## src/rtl/seg_digit_driver.sv

```systemverilog
// Four-digit seven-segment driver fed by a one-hot digit rotator, with dead time on digit switches
// and frame-aligned value commits. Define SEG_LZ_BLANK_EN to enable leading-zero suppression.

module seg_hex7 (
  input  logic [3:0] nib,
  input  logic       blank,
  output logic [6:0] seg
);
  // Active-low {g,f,e,d,c,b,a}
  always_comb begin
    seg = 7'b1111111;
    if (!blank) begin
      unique case (nib)
        4'h0: seg = 7'b1000000;
        4'h1: seg = 7'b1111001;
        4'h2: seg = 7'b0100100;
        4'h3: seg = 7'b0110000;
        4'h4: seg = 7'b0011001;
        4'h5: seg = 7'b0010010;
        4'h6: seg = 7'b0000010;
        4'h7: seg = 7'b1111000;
        4'h8: seg = 7'b0000000;
        4'h9: seg = 7'b0010000;
        4'hA: seg = 7'b0001000;
        4'hB: seg = 7'b0000011;
        4'hC: seg = 7'b1000110;
        4'hD: seg = 7'b0100001;
        4'hE: seg = 7'b0000110;
        4'hF: seg = 7'b0001110;
        default: seg = 7'b1111111;
      endcase
    end
  end
endmodule

module seg_digit_driver #(
  parameter int unsigned BLANK_CYC = 16,
  parameter int unsigned CNT_W     = 5
) (
  input  logic        clk,
  input  logic        rst,
  input  logic [3:0]  sel,
  input  logic        load,
  input  logic [15:0] value,
  output logic [3:0]  an,
  output logic [6:0]  seg,
  output logic        pending,
  output logic        err
);
  localparam int unsigned NUM_DIG = 4;
  localparam bit          NO_BLANK = (BLANK_CYC == 0);
  localparam logic [CNT_W-1:0] BLANK_LD = NO_BLANK ? '0 : CNT_W'(BLANK_CYC - 1);

  logic [3:0]        an_q, an_d;
  logic [6:0]        seg_q, seg_d;
  logic              pending_q, pending_d;
  logic              err_q, err_d;
  logic [15:0]       disp_q, disp_d;
  logic [15:0]       pend_q, pend_d;
  logic [3:0]        sel_q, sel_d;
  logic [CNT_W-1:0]  blank_cnt_q, blank_cnt_d;

  logic                            sel_chg, sel_ok;
  logic [NUM_DIG-1:0]              lz_blank;
  logic [NUM_DIG-1:0][6:0]         glyph;
  logic [6:0]                      glyph_pick;

  assign sel_chg = (sel != sel_q);
  assign sel_ok  = (sel != 4'b0000) && ((sel & (sel - 4'd1)) == 4'b0000);

  // Glyphs come from disp_d so a commit on the sampling edge is visible when there is no dead time
  for (genvar k = 0; k < NUM_DIG; k++) begin : g_dig
`ifdef SEG_LZ_BLANK_EN
    if (k == 0) begin : g_d0
      assign lz_blank[k] = 1'b0;
    end else begin : g_dk
      assign lz_blank[k] = (disp_d[15:4*k] == '0);
    end
`else
    assign lz_blank[k] = 1'b0;
`endif
    seg_hex7 u_hex (
      .nib   (disp_d[4*k +: 4]),
      .blank (lz_blank[k]),
      .seg   (glyph[k])
    );
  end

  always_comb begin
    glyph_pick = 7'b1111111;
    for (int k = 0; k < NUM_DIG; k++) begin
      if (sel[k]) glyph_pick = glyph[k];
    end
  end

  always_comb begin
    pend_d      = pend_q;
    pending_d   = pending_q;
    disp_d      = disp_q;
    sel_d       = sel_q;
    blank_cnt_d = blank_cnt_q;
    err_d       = err_q;
    an_d        = 4'b1111;
    seg_d       = 7'b1111111;

    if (sel_chg) begin
      sel_d       = sel;
      blank_cnt_d = BLANK_LD;
      // Frame boundary: rotator has just wrapped back to digit3
      if (sel == 4'b1000 && pending_q) begin
        disp_d    = pend_q;
        pending_d = 1'b0;
      end
    end else if (blank_cnt_q != '0) begin
      blank_cnt_d = blank_cnt_q - 1'b1;
    end

    if (load) begin
      pend_d    = value;
      pending_d = 1'b1;
    end

    if (!sel_ok) begin
      err_d = 1'b1;
    end else if ((sel_chg && NO_BLANK) || (!sel_chg && blank_cnt_q == '0)) begin
      an_d  = ~sel;
      seg_d = glyph_pick;
    end
  end

  always_ff @(posedge clk) begin
    if (rst) begin
      an_q        <= 4'b1111;
      seg_q       <= 7'b1111111;
      pending_q   <= 1'b0;
      err_q       <= 1'b0;
      disp_q      <= 16'h0000;
      pend_q      <= 16'h0000;
      sel_q       <= 4'b0000;
      blank_cnt_q <= '0;
    end else begin
      an_q        <= an_d;
      seg_q       <= seg_d;
      pending_q   <= pending_d;
      err_q       <= err_d;
      disp_q      <= disp_d;
      pend_q      <= pend_d;
      sel_q       <= sel_d;
      blank_cnt_q <= blank_cnt_d;
    end
  end

  assign an      = an_q;
  assign seg     = seg_q;
  assign pending = pending_q;
  assign err     = err_q;
endmodule

```

## config.mk

```make
export PLATFORM = sky130hd
export DESIGN_NAME = seg_digit_driver
export DESIGN_NICKNAME = d
export VERILOG_FILES = /design/src/rtl/seg_digit_driver.sv
export SDC_FILE = /design/constraint.sdc
export NUM_CORES = 1
export LEC_CHECK = 0
export ABC_CLOCK_PERIOD_IN_PS = 3700
export BUFFER_PORTS_ARGS = -buffer_cell sky130_fd_sc_hd__buf_4
export CORE_MARGIN = 10
export CORE_UTILIZATION = 52
export DETAILED_ROUTE_END_ITERATION = 16
export PLACE_DENSITY_LB_ADDON = 0.2
export SLEW_MARGIN = 20
export SYNTH_ARGS = -nofsm -noshare
export SYNTH_HDL_FRONTEND = slang
export SYNTH_HIERARCHICAL = 1
export SYNTH_SLANG_ARGS = --single-unit
export TNS_END_PERCENT = 50
```

## constraint.sdc

```tcl
create_clock -name clk -period 3.7 [get_ports clk]
set_input_delay 0.555 -clock clk [delete_from_list [all_inputs] [get_ports clk]]
set_output_delay 0.555 -clock clk [all_outputs]
set_load 0.03 [all_outputs]
```

==> qor.yml <==
routedWlPerCell_um: 14.6
syn2layout_area_growth_pct: 14.8
rows: 29
postCtsSetupRepairBufs: 0
yosys.area.top_type: "dfxtp_1"
ys_async_sr_fraction_pct: 0
hp-class: "in2reg"
drive_gt1_share_pct: 16.9
critPathLaunchType: "primary input"
grt_max_degree: 46
ys_ff_latch: 54
leakage_nw: 1.76
cts_buffers: 5
rsz0062_at_grt: "no"
avgViaCountPerCell: 5.45
wirelength_um: 7700
antennaDiodeCount: 0
die-area_um2: 10400
drv_slew: 0
period_share_pct: 80.3
multi_input_area_um2: 2260
syn_inst: 393
die_h_um: 102
hold_violations: 0
max_slew.worst_pin.slew_ps: 623
slowest_delay_ps: 310
setup_tns_ps: 0
power_density_nw_per_um2: 292
dr.pass1.iters: 4
placed_cells: 519
crit_chain: "buf_4 > xnor2_1 > and4_1 > buf_4 > o21ai_0 > nand2_1 > inv_1 > ha_1 > or2_2 > a311o_1 > a21oi_1 > o21a_1 > o21ai_0"
netlist.area_leader.share_pct: 31.1
synthTopCellsByArea: "dfxtp_1 31%, ha_1 11%, mux2i_1 8.1%"
port_buffers: 35
worstPathRequired_ps: 3890
pre_cts_ws_ps: 440
cts.htree.levels: 2
syn-cell-area_um2: 3480
holdBufCountCts: 0
status: "completed"
io_pins: 36
hpwl_um: 5850
ys_seq_area_share_pct: 31.1
fin_crit_ps: 2970
antenna_found_initial: 0
cts_resized: 0
avgSynthCellArea_um2: 8.85
final_cells: 527
yosys_warnings: 6
maxSlewHeadroom_pct: 57.9
overflow: 0
synth_common_cells: "54 x dfxtp_1, 30 x ha_1, 30 x nor2_1, 28 x mux2i_1, 28 x nand2_1"
gp_congestion: 0.852
ant_nets: 0
fin_ws_ps: 730
track_usage_pct: 15.2
cap_violations: 0
vias: 2873
start_util_pct: 54.2
grt_pass1_wl_um: 13100
fill_cells: 564
synth_most_common_cell: "dfxtp_1"
crit_path_top_delay_cell: "xnor2_1"
end_kind: "register"
worstSetupPathType: "in2reg"
fin_skew_ps: 5.62
cts-root-buf: "clkbuf_8"
holdWs_ps: 478
core_um2: 6420
fmax_mhz: 337
first_global_vias: 2831
cts_buffer_depth: 2
drc: 0
nets: 502
regArea_um2: 1080
clock_sinks: 54
drtIter0Drc: 126
tritoncts: "built"
ir_drop_mv: 0.227
clk_pin_slew_ps: 100
crit_fanout: 13
synth_edf_count: 0
crit_arrival_ps: 3160
synth_cell_types: 45
setup_viol: 0
clkLatencyLatePin_ps: 300
die_w_um: 102
ys.flop_type: "dfxtp_1"
routing by layer:
layer / share of wire, % / GRT usage (%) / up-vias
met5: 0 / 0 / -
met4: 0.87 / 3.74 / 0
met2: 45 / 24.7 / 44
met3: 3.4 / 3.27 / 10
met1: 50 / 20.1 / 1333
li1: - / - / 1486
through the flow:
step	total power, mW	instance area (um^2)	utilization, %
after floorplan	0.737	3580	-
after global placement	0.779	3880	60.5
after detailed placement	0.782	3880	60.5
after CTS	1.17	3990	62.2
after global routing	1.22	3990	62.2
final	1.17	3990	62.2
flip-flops by register name (all words and copies together) (netlist names):
name         flops
disp_q          16
pend_q          16
seg              7
blank_cnt_q      5
an               4
sel_q            4
err              1
pending          1
path summary, 6_finish.rpt:
kind,start,to,slack [ps],cells past startpoint
setup / recovery,sel[2],seg[1],730,13
hold / removal,value[7],pend_q[7],480,3
hold reg to reg,err,err,480,2
setup reg to reg,sel_q[2],seg[1],850,12
critical path: cells and delay by family:
family | cells | cell delay [ps]
AOI/OAI and AO/OA | 5 | 800
and+or+nand+nor | 3 | 720
buffers and inverters | 3 | 480
xor gates and xnor gates | 1 | 310
adders and majority gates | 1 | 280
final cells by class:
| class | count | area share (%) |
|---|---|---|
| inverters | 16 | 1.50 |
| clock inverters | 2 | 0.940 |
| repair buffers | 50 | 9.71 |
| flip-flops and latches | 54 | 27.1 |
| well taps | 77 | 2.41 |
| multi-input cells | 322 | 56.5 |
| clock buffers | 6 | 1.82 |
cell families after synthesis:
kind of cell	Yosys count	share of synthesized area [%]
fa+ha+maj	30	10.8
mux	36	10.6
other cells	1	0.108
flops	54	31.1
compound gates	92	18.7
xor+xnor	8	2.66
buf+inv	44	6.94
simple gates	128	19.1
power breakdown:
group	switching (mW)	internal (mW)
Sequential	0.0122	0.599
Combinational	0.0878	0.0708
Clock	0.194	0.202
placed cells by master (no fill, tap or decap), drive strengths merged, types with 6 or more instances in the layout:
cell / Yosys / final
mux2: 8 / 8
conb: 1 / 28
dfxtp: 54 / 54
o22ai: 7 / 7
nand2b: 9 / 9
a221o: 7 / 7
a21oi: 23 / 23
nand2: 31 / 31
a32oi: 8 / 8
nor2b: 16 / 16
nand3: 17 / 17
nor3: 6 / 6
inv: 16 / 16
nor2: 30 / 30
o21ai: 21 / 21
mux2i: 28 / 28
buf: 18 / 50
ha: 30 / 30
clkbuf: 10 / 6
Note: power is estimated with default switching activity, not from simulation.
